[src/rtl/bnn_acc_cfu.sv]
// Binary-NN accumulate CFU: XNOR-popcount MAC into a signed saturating accumulator.
// One byte of the XNOR vector is counted per cycle, so a MAC takes CFU_DATA_W/8 cycles.
module bnn_acc_cfu #(
  parameter logic [15:0] CFU_LI_VERSION = 16'h01_00,
  parameter int          CFU_N_CFUS     = 1,
  parameter int          CFU_CFU_ID_W   = 0,
  parameter int          CFU_FUNC_ID_W  = 2,
  parameter int          CFU_DATA_W     = 32,
  parameter int          ACC_W          = 16,
  localparam int         CFU_STATUS_W   = 3,
  localparam int         CFU_ID_PW      = (CFU_CFU_ID_W > 0) ? CFU_CFU_ID_W : 1
) (
  input  logic                     clk,
  input  logic                     rst,
  input  logic                     clk_en,
  input  logic                     req_valid,
  output logic                     req_ready,
  input  logic [CFU_ID_PW-1:0]     req_cfu,
  input  logic [CFU_FUNC_ID_W-1:0] req_func,
  input  logic [CFU_DATA_W-1:0]    req_data0,
  input  logic [CFU_DATA_W-1:0]    req_data1,
  output logic                     resp_valid,
  input  logic                     resp_ready,
  output logic [CFU_STATUS_W-1:0]  resp_status,
  output logic [CFU_DATA_W-1:0]    resp_data
);

  localparam int N     = CFU_DATA_W / 8;
  localparam int IDX_W = $clog2(N);
  localparam int PC_W  = $clog2(CFU_DATA_W) + 1;
  localparam int SUM_W = CFU_DATA_W + 2;
  localparam logic [CFU_STATUS_W-1:0] CFU_OK = '0;
  localparam logic [CFU_FUNC_ID_W-1:0] FN_CLEAR = CFU_FUNC_ID_W'(0);
  localparam logic [CFU_FUNC_ID_W-1:0] FN_MAC   = CFU_FUNC_ID_W'(1);
  localparam logic [CFU_FUNC_ID_W-1:0] FN_SIGN  = CFU_FUNC_ID_W'(3);
  localparam logic signed [SUM_W-1:0] ACC_MAX = {{(SUM_W-ACC_W+1){1'b0}}, {(ACC_W-1){1'b1}}};
  localparam logic signed [SUM_W-1:0] ACC_MIN = {{(SUM_W-ACC_W+1){1'b1}}, {(ACC_W-1){1'b0}}};

  if (CFU_LI_VERSION != 16'h01_00 || CFU_N_CFUS != 1 ||
      (CFU_DATA_W != 32 && CFU_DATA_W != 64) || ACC_W < 2 || ACC_W > CFU_DATA_W) begin : check_cfu_l2_params
    $error("bnn_acc_cfu: unsupported parameter set");
  end

  typedef enum logic [1:0] {IDLE, COUNT, RESP} state_t;
  state_t state, state_nx;

  logic signed [ACC_W-1:0]      acc, acc_sat;
  logic [CFU_DATA_W-1:0]        vec;
  logic [IDX_W-1:0]             cnt;
  logic [PC_W-1:0]              pcnt, total;
  logic [3:0]                   byte_pc;
  logic signed [SUM_W-1:0]      sum;
  logic [CFU_DATA_W-1:0]        acc_out, sat_out;
  logic                         accept, last, hs, sign_ge;
  logic                         unused_ok;

  assign req_ready   = (state == IDLE) && !rst;
  assign accept      = clk_en && req_valid && req_ready;
  assign last        = (cnt == IDX_W'(N - 1));
  assign hs          = clk_en && resp_valid && resp_ready;
  assign resp_status = CFU_OK;
  assign unused_ok   = ^req_cfu;

  always_comb begin
    state_nx = state;
    case (state)
      IDLE:    if (accept) state_nx = (req_func == FN_MAC) ? COUNT : RESP;
      COUNT:   if (clk_en && last) state_nx = RESP;
      RESP:    if (hs) state_nx = IDLE;
      default: state_nx = IDLE;
    endcase
  end

  always_ff @(posedge clk) begin
    if (rst) state <= IDLE;
    else     state <= state_nx;
  end

  // The XNOR vector is shifted down a byte per COUNT cycle, so byte 0 is always the current one.
  always_comb begin
    byte_pc = '0;
    for (int i = 0; i < 8; i++) byte_pc = byte_pc + 4'(vec[i]);
  end

  assign total   = pcnt + PC_W'(byte_pc);
  assign sum     = SUM_W'(acc) + SUM_W'({total, 1'b0}) - SUM_W'(CFU_DATA_W);
  assign sign_ge = acc >= $signed(req_data0[ACC_W-1:0]);
  assign acc_out = CFU_DATA_W'(acc);
  assign sat_out = CFU_DATA_W'(acc_sat);

  always_comb begin
    if (sum > ACC_MAX)      acc_sat = ACC_MAX[ACC_W-1:0];
    else if (sum < ACC_MIN) acc_sat = ACC_MIN[ACC_W-1:0];
    else                    acc_sat = sum[ACC_W-1:0];
  end

  always_ff @(posedge clk) begin
    if (rst) begin
      acc        <= '0;
      vec        <= '0;
      cnt        <= '0;
      pcnt       <= '0;
      resp_valid <= 1'b0;
      resp_data  <= '0;
    end else if (clk_en) begin
      case (state)
        IDLE: if (accept) begin
          vec  <= ~(req_data0 ^ req_data1);
          cnt  <= '0;
          pcnt <= '0;
          if (req_func != FN_MAC) resp_valid <= 1'b1;
          if (req_func == FN_CLEAR) begin
            acc       <= '0;
            resp_data <= '0;
          end else if (req_func == FN_SIGN) begin
            acc       <= '0;
            resp_data <= CFU_DATA_W'(sign_ge);
          end else if (req_func != FN_MAC) begin
            resp_data <= acc_out;
          end
        end
        COUNT: begin
          pcnt <= total;
          cnt  <= cnt + 1'b1;
          vec  <= vec >> 8;
          if (last) begin
            acc        <= acc_sat;
            resp_data  <= sat_out;
            resp_valid <= 1'b1;
          end
        end
        RESP: if (resp_ready) begin
          resp_valid <= 1'b0;
          resp_data  <= '0;
        end
        default: ;
      endcase
    end
  end

endmodule

[config.mk]
export PLATFORM = sky130hd
export DESIGN_NAME = bnn_acc_cfu
export DESIGN_NICKNAME = d
export VERILOG_FILES = /design/src/rtl/bnn_acc_cfu.sv
export SDC_FILE = /design/constraint.sdc
export NUM_CORES = 1
export LEC_CHECK = 0
export CAP_MARGIN = 20
export CORE_MARGIN = 2
export CORE_UTILIZATION = 30
export DETAILED_ROUTE_END_ITERATION = 6
export GPL_TIMING_DRIVEN = 0
export RECOVER_POWER = 50
export SKIP_CTS_REPAIR_TIMING = 1
export SYNTH_ARGS = -nofsm -noshare
export SYNTH_HDL_FRONTEND = slang
export SYNTH_SLANG_ARGS = --single-unit
[constraint.sdc]
create_clock -name clk -period 8.1 [get_ports clk]
set_input_delay 1.62 -clock clk [delete_from_list [all_inputs] [get_ports clk]]
set_output_delay 1.62 -clock clk [all_outputs]
set_load 0.01 [all_outputs]
==> impl_metrics.ini <==
[run_status]
status = completed

[worst_hold_path]
holdPathEnd = resp_data[10]
hold-path-cell-count = 1
hold_start = resp_data[10]
min_path_type = flop to flop

[power]
power.leakage_nw = 2.94
powerDensity_nw_per_um2 = 217
ir_worst_vdd_v = 0.000152
power.total_w = 0.00152

[clocking]
cts_tree = built
h-tree-depth = 3
cts.path.max_buffers = 2
root_buffer = clkbuf_16
clk_latency_ps = 350
cts_buffers = 9
cts.sinks = 75
clk_pin_slew_ps = 60

[placed_design]
gp_routability_congestion = 0.905
dpl.hpwl_um = 12200
portBuffers = 104
place_ws_ps = 2300

[drt]
vias = 4836
drt_first_pass_iters = 4
drt_iter0_markers = 291
totalWireLength_um = 14900
drc = 0
via_per_inst = 4.80
ant_nets = 0
wl_per_cell_um = 14.8

[sta]
fmax_mhz = 172
finalHoldViolCount = 0
min_period_ps = 5820
finalSetupViolations = 0
fin_worst_skew_ps = 11.3
slew_violations = 0
fin_ws_ps = 2280
tightest_slew_ps = 759
relSlewSlack_pct = 49.4
rsz0062_at_grt = no
timing.final.crit_share_pct = 71.8
setup-tns-final_ps = 0

[worst_setup_path]
worstPathCellList = fa_1 > inv_1 > fa_1 > fa_1 > inv_1 > fa_1 > a21o_1 > a21oi_1 > nor2b_1 > o21ai_0 > xor2_1 > ha_1 > inv_1 > ha_1 > a21o_1 > a221oi_2 > o21ai_2 > nand2_1 > a31o_2 > o21a_1 > a31oi_1 > a311oi_1
slowest_stage = fa_1
r2r_slack_ps = 2280
required_ps = 8350
worstRegToRegCells = 22
cpPeakStageDelay_ps = 530
r2r-start = vec[0]
start_kind = flop
end_kind = flop
r2r-end = resp_data[2]
worstSetupPathType = flop to flop
arrival_ps = 6070
worstPathMaxFanout = 8
crit_top_cell = fa_1

[cells_and_area]
drive_gt1_share_pct = 8.57
antenna_cells = 0
multi_input_area_um2 = 3340
seqCellArea_um2 = 1500
mostFrequentLayoutCell = nor2_1
nFillCells = 1818
nets = 905
syn_to_final_growth_pct = 30.5
final_cell_mix = 101 x nor2_1, 86 x clkdlybuf4s50_1, 75 x dfxtp_1, 53 x inv_1, 50 x ha_1

[global_routing]
grt_pass1_wl_um = 23800
globalRouteTotalUtil_pct = 16.5
gr-total-overflow = 0
grt_start_max_net_pins = 19
grt_pass1_vias = 4622
antenna_found_initial = 0

[floorplanning]
die-area_um2 = 19000
core_um2 = 17400
std_cell_rows = 48
io_pins = 109
die_x_um = 138
initial_utilization_pct = 30.9
die_y_um = 138

[synth]
yosysWarnings = 0
yosysSeqAreaShare_pct = 28.0
syn_avg_cell_area_um2 = 8.12
synth_area_um2 = 5360
ys_seq_elements = 75
synth_cells = 660
synth_ff_type = dfxtp_1
ys_async_sr_fraction_pct = 0
synth-edff-count = 0
synth.distinct_cells = 57

[flow_run]
drv_cap = 0
## flip-flops by register name, indices dropped and copies added, names as in the netlist
signal	flops
resp_data	16
vec	32
cnt	2
acc	16
state	2
pcnt	6
resp_valid	1
## report_power, final
part / total [W] / leakage [nW] / internal, W / switching (W)
clock: 0.000423 / 0.154 / 0.000250 / 0.000172
combinational: 0.000653 / 2.18 / 0.000293 / 0.000360
sequential: 0.000445 / 0.609 / 0.000409 / 0.0000356
total: 0.00152 / 2.94 / 0.000953 / 0.000568
## Yosys cell counts, types with 6 or more instances
cell type	number	share of area [%]
nor2_1	101	7.1
dfxtp_1	75	28
inv_1	53	3.7
ha_1	50	12
a21oi_1	41	3.8
a211oi_1	33	4.6
nand2_1	30	2.1
xor2_1	29	4.7
nor3_1	24	2.2
buf_4	21	2.9
clkbuf_1	20	1.4
xnor2_1	18	2.9
o211ai_1	16	2.2
a22o_1	11	1.8
nand3_1	11	1.0
a21o_1	10	1.4
a311oi_2	10	2.8
a22oi_1	9	1.3
o21ai_0	8	0.75
and3_1	7	0.82
buf_2	7	0.65
a31oi_1	6	0.70
buf_1	6	0.42
fa_1	6	2.2
## cells by family (layout without fill, tap and decap cells)
group           after synthesis  after routing  share of synthesized area (%)
simple gates                196            196                           16.1
compound gates              173            173                           24.2
buf+inv                     111            231                           9.80
flops                        75             75                           28.0
fa+ha+maj                    56             56                           13.9
xor+xnor                     47             47                           7.68
other cells                   1              3                         0.0699
mux                           1              1                          0.210
## final cells by class
cell class / instances / area share (%)
buffer: 58 / 4.65
multi-input combinational: 476 / 47.7
clock inverter: 6 / 1.00
sequential: 75 / 21.5
timing repair buffer: 104 / 14.9
clock buffer: 10 / 3.41
inverter: 53 / 2.84
tap: 225 / 4.02
## worst max-delay path by stage
stage          cells after the start           end   start
4_1_cts                           22  resp_data[2]  vec[0]
3_3_place_gp                      22  resp_data[2]  vec[0]
5_1_grt                           22  resp_data[2]  vec[0]
3_5_place_dp                      24       acc[12]  vec[0]
2_1_floorplan                     24       acc[10]  vec[0]
6_report                          22  resp_data[2]  vec[0]
## routing by layer
layer	track usage [%]	share of wire [%]
met1	22.4	50
met5	0	0
met4	3.78	0.90
met2	26.8	44
met3	3.46	5.5
## stage by stage
| stage | hold WS, ps | instances | area, um2 | utilization [%] |
|---|---|---|---|---|
| 2_1_floorplan | 448 | 662 | 5370 | - |
| 3_3_place_gp | 436 | 991 | 6690 | 38.6 |
| 3_5_place_dp | 446 | 991 | 6690 | 38.6 |
| 4_1_cts | 461 | 1007 | 7000 | 40.3 |
| 5_1_grt | 488 | 1007 | 7000 | 40.3 |
| 6_report | 458 | 1007 | 7000 | 40.3 |
## worst max-delay path: cells and delay by family (launching register included)
kind                     cells  cell delay [ps]
flip-flops                   1              330
adder cells (fa/ha/maj)      6             2460
AO/OA/AOI/OAI               10             2310
XOR/XNOR                     1              290
buffers and inverters        3              150
AND/OR/NAND/NOR              2              170
Note: power is estimated with default switching activity, not from simulation.
